[config.mk]
export PLATFORM = sky130hd
export DESIGN_NAME = vga_sync_timing_flat
export DESIGN_NICKNAME = d
export VERILOG_FILES = /design/src/rtl/vga_pkg.sv /design/src/rtl/vga_sync_timing_if.sv /design/src/rtl/vga_axis_counter.sv /design/src/rtl/vga_sync_timing.sv /design/src/flat_wrapper.sv
export SDC_FILE = /design/constraint.sdc
export NUM_CORES = 1
export LEC_CHECK = 0
export ABC_AREA = 0
export BUFFER_PORTS_ARGS = -buffer_cell sky130_fd_sc_hd__buf_2
export CORE_UTILIZATION = 52
export CTS_BUF_LIST = sky130_fd_sc_hd__clkbuf_2
export DETAILED_ROUTE_END_ITERATION = 10
export PLACE_DENSITY = 0.79
export SLEW_MARGIN = 20
export SYNTH_ARGS = -nofsm -noshare
export SYNTH_HDL_FRONTEND = slang
export SYNTH_SLANG_ARGS = --single-unit
[constraint.sdc]
create_clock -name systemClk -period 2.25 [get_ports systemClk]
set_input_delay 0.5625 -clock systemClk [delete_from_list [all_inputs] [get_ports systemClk]]
set_output_delay 0.5625 -clock systemClk [all_outputs]
set_load 0.005 [all_outputs]
[src/rtl/vga_pkg.sv]
// Shared types and default 640x480@60 timing constants for the VGA raster path.
// Optional feature macro used by the VGA files: VGA_FRAME_COUNTER_EN.
package vga_pkg;

   localparam int COORD_W = 10;

   localparam int DEF_H_ACTIVE = 640;
   localparam int DEF_H_FP     = 16;
   localparam int DEF_H_SYNC   = 96;
   localparam int DEF_H_BP     = 48;
   localparam int DEF_V_ACTIVE = 480;
   localparam int DEF_V_FP     = 10;
   localparam int DEF_V_SYNC   = 2;
   localparam int DEF_V_BP     = 33;

   typedef enum logic [1:0] {
      ACTIVE = 2'd0,
      FRONT  = 2'd1,
      SYNC   = 2'd2,
      BACK   = 2'd3
   } vga_phase_t;

endpackage

[src/rtl/vga_sync_timing_if.sv]
// Raster timing bundle: pixelClk strobe in, sync/active/coordinates/pulses out.
// frameCount exists only when VGA_FRAME_COUNTER_EN is defined; hCnt/vCnt/hState/vState are debug taps.
interface vga_sync_timing_if;
   import vga_pkg::*;

   // pixelClk is a one-systemClk strobe with no backpressure: every strobe advances the raster.
   logic               pixelClk;
   logic               hsync;
   logic               vsync;
   logic               active;
   logic [COORD_W-1:0] x;
   logic [COORD_W-1:0] y;
   logic               lineStart;
   logic               frameStart;
`ifdef VGA_FRAME_COUNTER_EN
   logic [7:0]         frameCount;
`endif
   logic [COORD_W-1:0] hCnt;
   logic [COORD_W-1:0] vCnt;
   vga_phase_t         hState;
   vga_phase_t         vState;

   modport master (
      input  pixelClk,
`ifdef VGA_FRAME_COUNTER_EN
      output frameCount,
`endif
      output hsync, vsync, active, x, y, lineStart, frameStart,
      output hCnt, vCnt, hState, vState
   );

   modport slave (
      output pixelClk,
`ifdef VGA_FRAME_COUNTER_EN
      input  frameCount,
`endif
      input  hsync, vsync, active, x, y, lineStart, frameStart,
      input  hCnt, vCnt, hState, vState
   );

endinterface

[src/rtl/vga_axis_counter.sv]
// One raster axis: position counter plus ACTIVE/FRONT/SYNC/BACK phase FSM.
// Exposes next-cycle values so the top can register its outputs with no skew.
module vga_axis_counter
   import vga_pkg::*;
#(
   parameter int ACTIVE_LEN = DEF_H_ACTIVE,
   parameter int FP_LEN     = DEF_H_FP,
   parameter int SYNC_LEN   = DEF_H_SYNC,
   parameter int BP_LEN     = DEF_H_BP
) (
   input  logic               systemClk,
   input  logic               rst,
   input  logic               advance,
   output logic               wrap,
   output logic [COORD_W-1:0] cnt,
   output logic [COORD_W-1:0] cnt_nxt,
   output vga_phase_t         state,
   output logic               sync_nxt,
   output logic               active_nxt
);

   localparam int TOTAL = ACTIVE_LEN + FP_LEN + SYNC_LEN + BP_LEN;
   localparam logic [COORD_W-1:0] LAST     = COORD_W'(TOTAL - 1);
   localparam logic [COORD_W-1:0] FRONT_AT = COORD_W'(ACTIVE_LEN);
   localparam logic [COORD_W-1:0] SYNC_AT  = COORD_W'(ACTIVE_LEN + FP_LEN);
   localparam logic [COORD_W-1:0] BACK_AT  = COORD_W'(ACTIVE_LEN + FP_LEN + SYNC_LEN);

   if (TOTAL > 1024) begin : g_total_chk
      $error("vga_axis_counter: total length %0d exceeds 1024", TOTAL);
   end

   vga_phase_t state_nxt;

   assign wrap = advance && (cnt == LAST);

   always_ff @(posedge systemClk) begin
      if (rst) begin
         cnt   <= '0;
         state <= ACTIVE;
      end else if (advance) begin
         cnt   <= cnt_nxt;
         state <= state_nxt;
      end
   end

   // Phase changes are keyed on the count being entered, so they land exactly on region boundaries.
   always_comb begin
      cnt_nxt   = cnt;
      state_nxt = state;
      if (advance) begin
         cnt_nxt = wrap ? '0 : cnt + COORD_W'(1);
         case (state)
            ACTIVE:  if (cnt_nxt == FRONT_AT) state_nxt = FRONT;
            FRONT:   if (cnt_nxt == SYNC_AT)  state_nxt = SYNC;
            SYNC:    if (cnt_nxt == BACK_AT)  state_nxt = BACK;
            BACK:    if (wrap)                state_nxt = ACTIVE;
            default: state_nxt = ACTIVE;
         endcase
      end
   end

   always_comb begin
      sync_nxt   = (state_nxt == SYNC);
      active_nxt = (state_nxt == ACTIVE);
   end

endmodule

[src/rtl/vga_sync_timing.sv]
// VGA raster timing generator: registered hsync/vsync/active/x/y and line/frame start pulses.
// Define VGA_FRAME_COUNTER_EN to add the 8-bit frameCount output.
module vga_sync_timing
   import vga_pkg::*;
#(
   parameter int H_ACTIVE  = DEF_H_ACTIVE,
   parameter int H_FP      = DEF_H_FP,
   parameter int H_SYNC    = DEF_H_SYNC,
   parameter int H_BP      = DEF_H_BP,
   parameter int V_ACTIVE  = DEF_V_ACTIVE,
   parameter int V_FP      = DEF_V_FP,
   parameter int V_SYNC    = DEF_V_SYNC,
   parameter int V_BP      = DEF_V_BP,
   parameter int HSYNC_POL = 0,
   parameter int VSYNC_POL = 0
) (
   input logic               systemClk,
   input logic               rst,
   vga_sync_timing_if.master vif
);

   localparam logic HS_ON = (HSYNC_POL != 0);
   localparam logic VS_ON = (VSYNC_POL != 0);

   logic               h_wrap, v_wrap;
   logic [COORD_W-1:0] h_cnt_nxt, v_cnt_nxt;
   logic               h_sync_nxt, v_sync_nxt;
   logic               h_act_nxt, v_act_nxt;

   vga_axis_counter #(
      .ACTIVE_LEN(H_ACTIVE), .FP_LEN(H_FP), .SYNC_LEN(H_SYNC), .BP_LEN(H_BP)
   ) u_h (
      .systemClk (systemClk),
      .rst       (rst),
      .advance   (vif.pixelClk),
      .wrap      (h_wrap),
      .cnt       (vif.hCnt),
      .cnt_nxt   (h_cnt_nxt),
      .state     (vif.hState),
      .sync_nxt  (h_sync_nxt),
      .active_nxt(h_act_nxt)
   );

   // The vertical axis steps once per line, on the horizontal wrap.
   vga_axis_counter #(
      .ACTIVE_LEN(V_ACTIVE), .FP_LEN(V_FP), .SYNC_LEN(V_SYNC), .BP_LEN(V_BP)
   ) u_v (
      .systemClk (systemClk),
      .rst       (rst),
      .advance   (h_wrap),
      .wrap      (v_wrap),
      .cnt       (vif.vCnt),
      .cnt_nxt   (v_cnt_nxt),
      .state     (vif.vState),
      .sync_nxt  (v_sync_nxt),
      .active_nxt(v_act_nxt)
   );

   always_ff @(posedge systemClk) begin
      if (rst) begin
         vif.hsync      <= !HS_ON;
         vif.vsync      <= !VS_ON;
         vif.active     <= 1'b1;
         vif.x          <= '0;
         vif.y          <= '0;
         vif.lineStart  <= 1'b0;
         vif.frameStart <= 1'b0;
      end else begin
         vif.lineStart  <= h_wrap;
         vif.frameStart <= v_wrap;
         if (vif.pixelClk) begin
            vif.hsync  <= h_sync_nxt ? HS_ON : !HS_ON;
            vif.vsync  <= v_sync_nxt ? VS_ON : !VS_ON;
            vif.active <= h_act_nxt && v_act_nxt;
            vif.x      <= (h_act_nxt && v_act_nxt) ? h_cnt_nxt : '0;
            vif.y      <= (h_act_nxt && v_act_nxt) ? v_cnt_nxt : '0;
         end
      end
   end

`ifdef VGA_FRAME_COUNTER_EN
   always_ff @(posedge systemClk) begin
      if (rst)         vif.frameCount <= 8'd0;
      else if (v_wrap) vif.frameCount <= vif.frameCount + 8'd1;
   end
`endif

endmodule

[src/flat_wrapper.sv]
// flat-port wrapper written by rule: the top's interface ports become plain ports
module vga_sync_timing_flat import vga_pkg::*;
#(
   parameter int H_ACTIVE  = DEF_H_ACTIVE,
   parameter int H_FP      = DEF_H_FP,
   parameter int H_SYNC    = DEF_H_SYNC,
   parameter int H_BP      = DEF_H_BP,
   parameter int V_ACTIVE  = DEF_V_ACTIVE,
   parameter int V_FP      = DEF_V_FP,
   parameter int V_SYNC    = DEF_V_SYNC,
   parameter int V_BP      = DEF_V_BP,
   parameter int HSYNC_POL = 0,
   parameter int VSYNC_POL = 0
)
  (systemClk, rst, vif_pixelClk, vif_hsync, vif_vsync, vif_active, vif_x, vif_y, vif_lineStart, vif_frameStart, vif_hCnt, vif_vCnt, vif_hState, vif_vState);
  vga_sync_timing_if vif_i ();
  input logic systemClk;
  input logic rst;
  input wire logic [$bits(vif_i.pixelClk)-1:0] vif_pixelClk;
  output wire logic [$bits(vif_i.hsync)-1:0] vif_hsync;
  output wire logic [$bits(vif_i.vsync)-1:0] vif_vsync;
  output wire logic [$bits(vif_i.active)-1:0] vif_active;
  output wire logic [$bits(vif_i.x)-1:0] vif_x;
  output wire logic [$bits(vif_i.y)-1:0] vif_y;
  output wire logic [$bits(vif_i.lineStart)-1:0] vif_lineStart;
  output wire logic [$bits(vif_i.frameStart)-1:0] vif_frameStart;
  output wire logic [$bits(vif_i.hCnt)-1:0] vif_hCnt;
  output wire logic [$bits(vif_i.vCnt)-1:0] vif_vCnt;
  output wire logic [$bits(vif_i.hState)-1:0] vif_hState;
  output wire logic [$bits(vif_i.vState)-1:0] vif_vState;
  assign vif_i.pixelClk = vif_pixelClk;
  assign vif_hsync = vif_i.hsync;
  assign vif_vsync = vif_i.vsync;
  assign vif_active = vif_i.active;
  assign vif_x = vif_i.x;
  assign vif_y = vif_i.y;
  assign vif_lineStart = vif_i.lineStart;
  assign vif_frameStart = vif_i.frameStart;
  assign vif_hCnt = vif_i.hCnt;
  assign vif_vCnt = vif_i.vCnt;
  assign vif_hState = vif_i.hState;
  assign vif_vState = vif_i.vState;
  vga_sync_timing #(.H_ACTIVE(H_ACTIVE), .H_FP(H_FP), .H_SYNC(H_SYNC), .H_BP(H_BP), .V_ACTIVE(V_ACTIVE), .V_FP(V_FP), .V_SYNC(V_SYNC), .V_BP(V_BP), .HSYNC_POL(HSYNC_POL), .VSYNC_POL(VSYNC_POL)) u_core (.systemClk(systemClk), .rst(rst), .vif(vif_i));
endmodule
==> metrics.md <==
| Metric | Value |
|---|---|
| Status | `complete, no violations` |
| Worst EP arrival | `2.62 ns` |
| Final Non-Filler Cells | `451` |
| R2R Setup Slk | `0.01 ns` |
| Final worst path period need | `2.24 ns` |
| Core area | `0.00485 mm2` |
| Max Freq | `446 MHz` |
| Via count | `2723` |
| CTS buffer count | `5` |
| RSZ-0062 raised after global routing | `true` |
| Primary FF master, synth | `dfxtp_1` |
| Leading area contributor after synthesis | `dfxtp_1` |
| Maximum vdd drop | `0.327 mV` |
| Worst hold path type | `input pin to register` |
| Filler cells | `416` |
| Worst-skew pair later-pin latency | `0.46 ns` |
| Area delta synth->final | `21.5%` |
| Worst path slowest cell | `a2111oi_4` |
| Drt wl/cell | `15.5 um` |
| Final period util | `0.995` |
| H-tree depth | `2` |
| DR vias/cell | `6.04` |
| Post-synth EDFFs | `0` |
| CTS Sinks | `49` |
| DRT Wirelength | `7.01 mm` |
| Chip Width | `74.0 um` |
| Netlist Area Pre-Place | `0.00269 mm2` |
| Final Util | `0.675` |
| Antenna diodes | `0` |
| Fin worst setup slack | `0.0103 ns` |
| Final Skew | `0.0273 ns` |
| Cell breakdown of the critical path | `ha_4, inv_1, nor4_2, o21bai_2, a2111oi_4, buf_4, a31oi_1, a221o_1` |
| Worst Path Required | `2.63 ns` |
| Syn Area/Cell | `8.44 um2` |
| CTS tree | `built` |
| CP Capture Type | `register` |
| Initial antenna violation count | `0` |
| Die area | `0.00547 mm2` |
| Io pins | `52` |
| Peak per-stage delay on the critical path | `0.50 ns` |
| Remaining antenna violation count | `0` |
| Syn nets | `325` |
| Starting DRC count in detailed routing | `248` |
| CTS clock-pin slew for the worst setup and hold paths | `0.25 ns` |
| Final setup viols | `0` |
| Worst Max-Slew Pin Slew | `0.528 ns` |
| Register Area | `995 um2` |
| Cell Pwr Density | `412 mW/mm2` |
| Buffers on Ports | `51` |
| Layout cells sized above 1 | `0.323` |
| First-pass DRT Iterations | `5` |
| Synthesized flop and latch total | `49` |
| Yosys warns | `0` |
| CP max FO | `5` |
| Die Span Y | `74.0 um` |
| Area of the multi-input gates | `0.00159 mm2` |
| Synth unique cells | `65` |
| Ys async rst share | `0` |
| Worst Setup Start Kind | `register` |
| Max_cap viols | `0` |
| Clk buf depth | `2` |
| Post-DP HPWL | `5.06 mm` |
| Pin count of the biggest net entering global routing | `22` |
| Post-Synthesis Cells | `319` |
| Placed insts | `441` |
| Leak | `1.31 nW` |
| Global-route wire length before repair | `10.9 mm` |
| Fraction of post-synthesis cell area in the top cell type by area | `0.364` |
| GRT Residual Overflow | `0` |
| Vias in the first global route | `2309` |
| Place WS | `-0.0566 ns` |
| Nets | `389` |
| Initial core utilization | `0.556` |
| Synth top cells by count | `dfxtp_1, nand2_1, nor2_1` |
| # DRC | `0` |
| Total Routing Usage GR | `0.260` |
| Pins over their slew limit | `0` |
| Clk root buf | `clkbuf_2` |
| Setup CP Type | `register to register` |
| Most common cell in the netlist | `dfxtp_1` |
| Relative slew slack | `0.648` |
| FP Rows | `25` |
| Synth top area cells | `dfxtp_1, a32o_1, a21oi_1` |
| GPL Wtd Cong | `0.907` |
| Count of final hold-check violations | `0` |
| Register area share after synthesis | `0.364` |
| Min Hold Slack | `0.478 ns` |
-- power breakdown --
part	switching (mW)	internal [mW]	total (mW)
clock	0.285	0.0780	0.363
sequential	0.00847	0.879	0.888
combinational	0.0592	0.0389	0.0981
total	0.353	0.996	1.35
-- timing repair --
| action | in CTS | in global routing |
|---|---|---|
| buffers inserted | 2 | 0 |
| hold endpoints to repair | 0 | 0 |
| endpoints found under the setup margin | 21 | 21 |
| resized for setup | 3 | 17 |
| hold buffers | 0 | 0 |
| pin swaps | 2 | 6 |
-- kinds of logic after synthesis --
family	count (synthesis)	synth area share
DFF	49	0.364
buffers and inverters	40	0.0683
and+or+nand+nor	120	0.238
adders and majority gates	3	0.0139
AOI/OAI and AO/OA	90	0.260
xor gates and xnor gates	17	0.0553
-- per-layer routing --
metal / track usage / wire, um
met5: 0 / 0
met4: 0.0726 / 128
met3: 0.0556 / 473
met2: 0.413 / 3180
met1: 0.355 / 3230
-- stage by stage --
step           power, mW  TNS (ns)  area (um2)
2_1_floorplan      0.960         0        2700
3_3_place_gp       0.992    -0.183        3140
3_5_place_dp       0.994    -0.768        3140
4_1_cts             1.35         0        3210
5_1_grt             1.40    -0.121        3270
6_report            1.35         0        3270
-- layout make-up --
class | instances | share of cell area
clock buffers | 6 | 0.00917
clock inverters | 2 | 0.00306
inverters | 10 | 0.0115
multi-input cells | 230 | 0.486
flip-flops and latches | 49 | 0.304
well taps | 67 | 0.0256
repair buffers | 87 | 0.161
-- final timing paths --
path,startpoint,to,cells after the start
max,u_core.u_h.cnt[0]$_SDFFE_PP0P_,u_core.vif.hsync$_SDFFE_PP1P_,8
min,vif_pixelClk,u_core.u_h.cnt[8]$_SDFFE_PP0P_,3
max reg2reg,u_core.u_h.cnt[0]$_SDFFE_PP0P_,u_core.vif.hsync$_SDFFE_PP1P_,8
min reg2reg,u_core.vif.y[6]$_SDFFE_PP0P_,u_core.vif.y[6]$_SDFFE_PP0P_,1
-- cell usage in the layout (no fill, tap or decap), types with 7 or more instances in the layout --
cell | synthesis | final
nor2_1 | 25 | 25
xnor2_1 | 9 | 9
nand2_1 | 26 | 25
nor3_1 | 17 | 17
buf_2 | 12 | 51
xor2_1 | 8 | 8
buf_4 | 1 | 36
nand3_1 | 10 | 10
dfxtp_1 | 49 | 42
inv_1 | 10 | 10
a21oi_1 | 20 | 18
o21ai_0 | 7 | 7
a32o_1 | 15 | 15
-- state kept, by name, summed over array words and instances (netlist names) --
| signal | flops |
|---|---|
| u_core.u_h.cnt | 10 |
| u_core.u_h.state | 2 |
| u_core.u_v.cnt | 10 |
| u_core.u_v.state | 2 |
| u_core.vif.active | 1 |
| u_core.vif.frameStart | 1 |
| u_core.vif.hsync | 1 |
| u_core.vif.lineStart | 1 |
| u_core.vif.vsync | 1 |
| u_core.vif.x | 10 |
| u_core.vif.y | 10 |
-- critical path: cells and delay by family, from the launching register on --
family	cells	cell delay, ns
compound gates	4	1.02
flops	1	0.42
simple gates	1	0.30
buf+inv	2	0.27
fa+ha+maj	1	0.15
No activity file was read; power rests on OpenSTA's default activity.
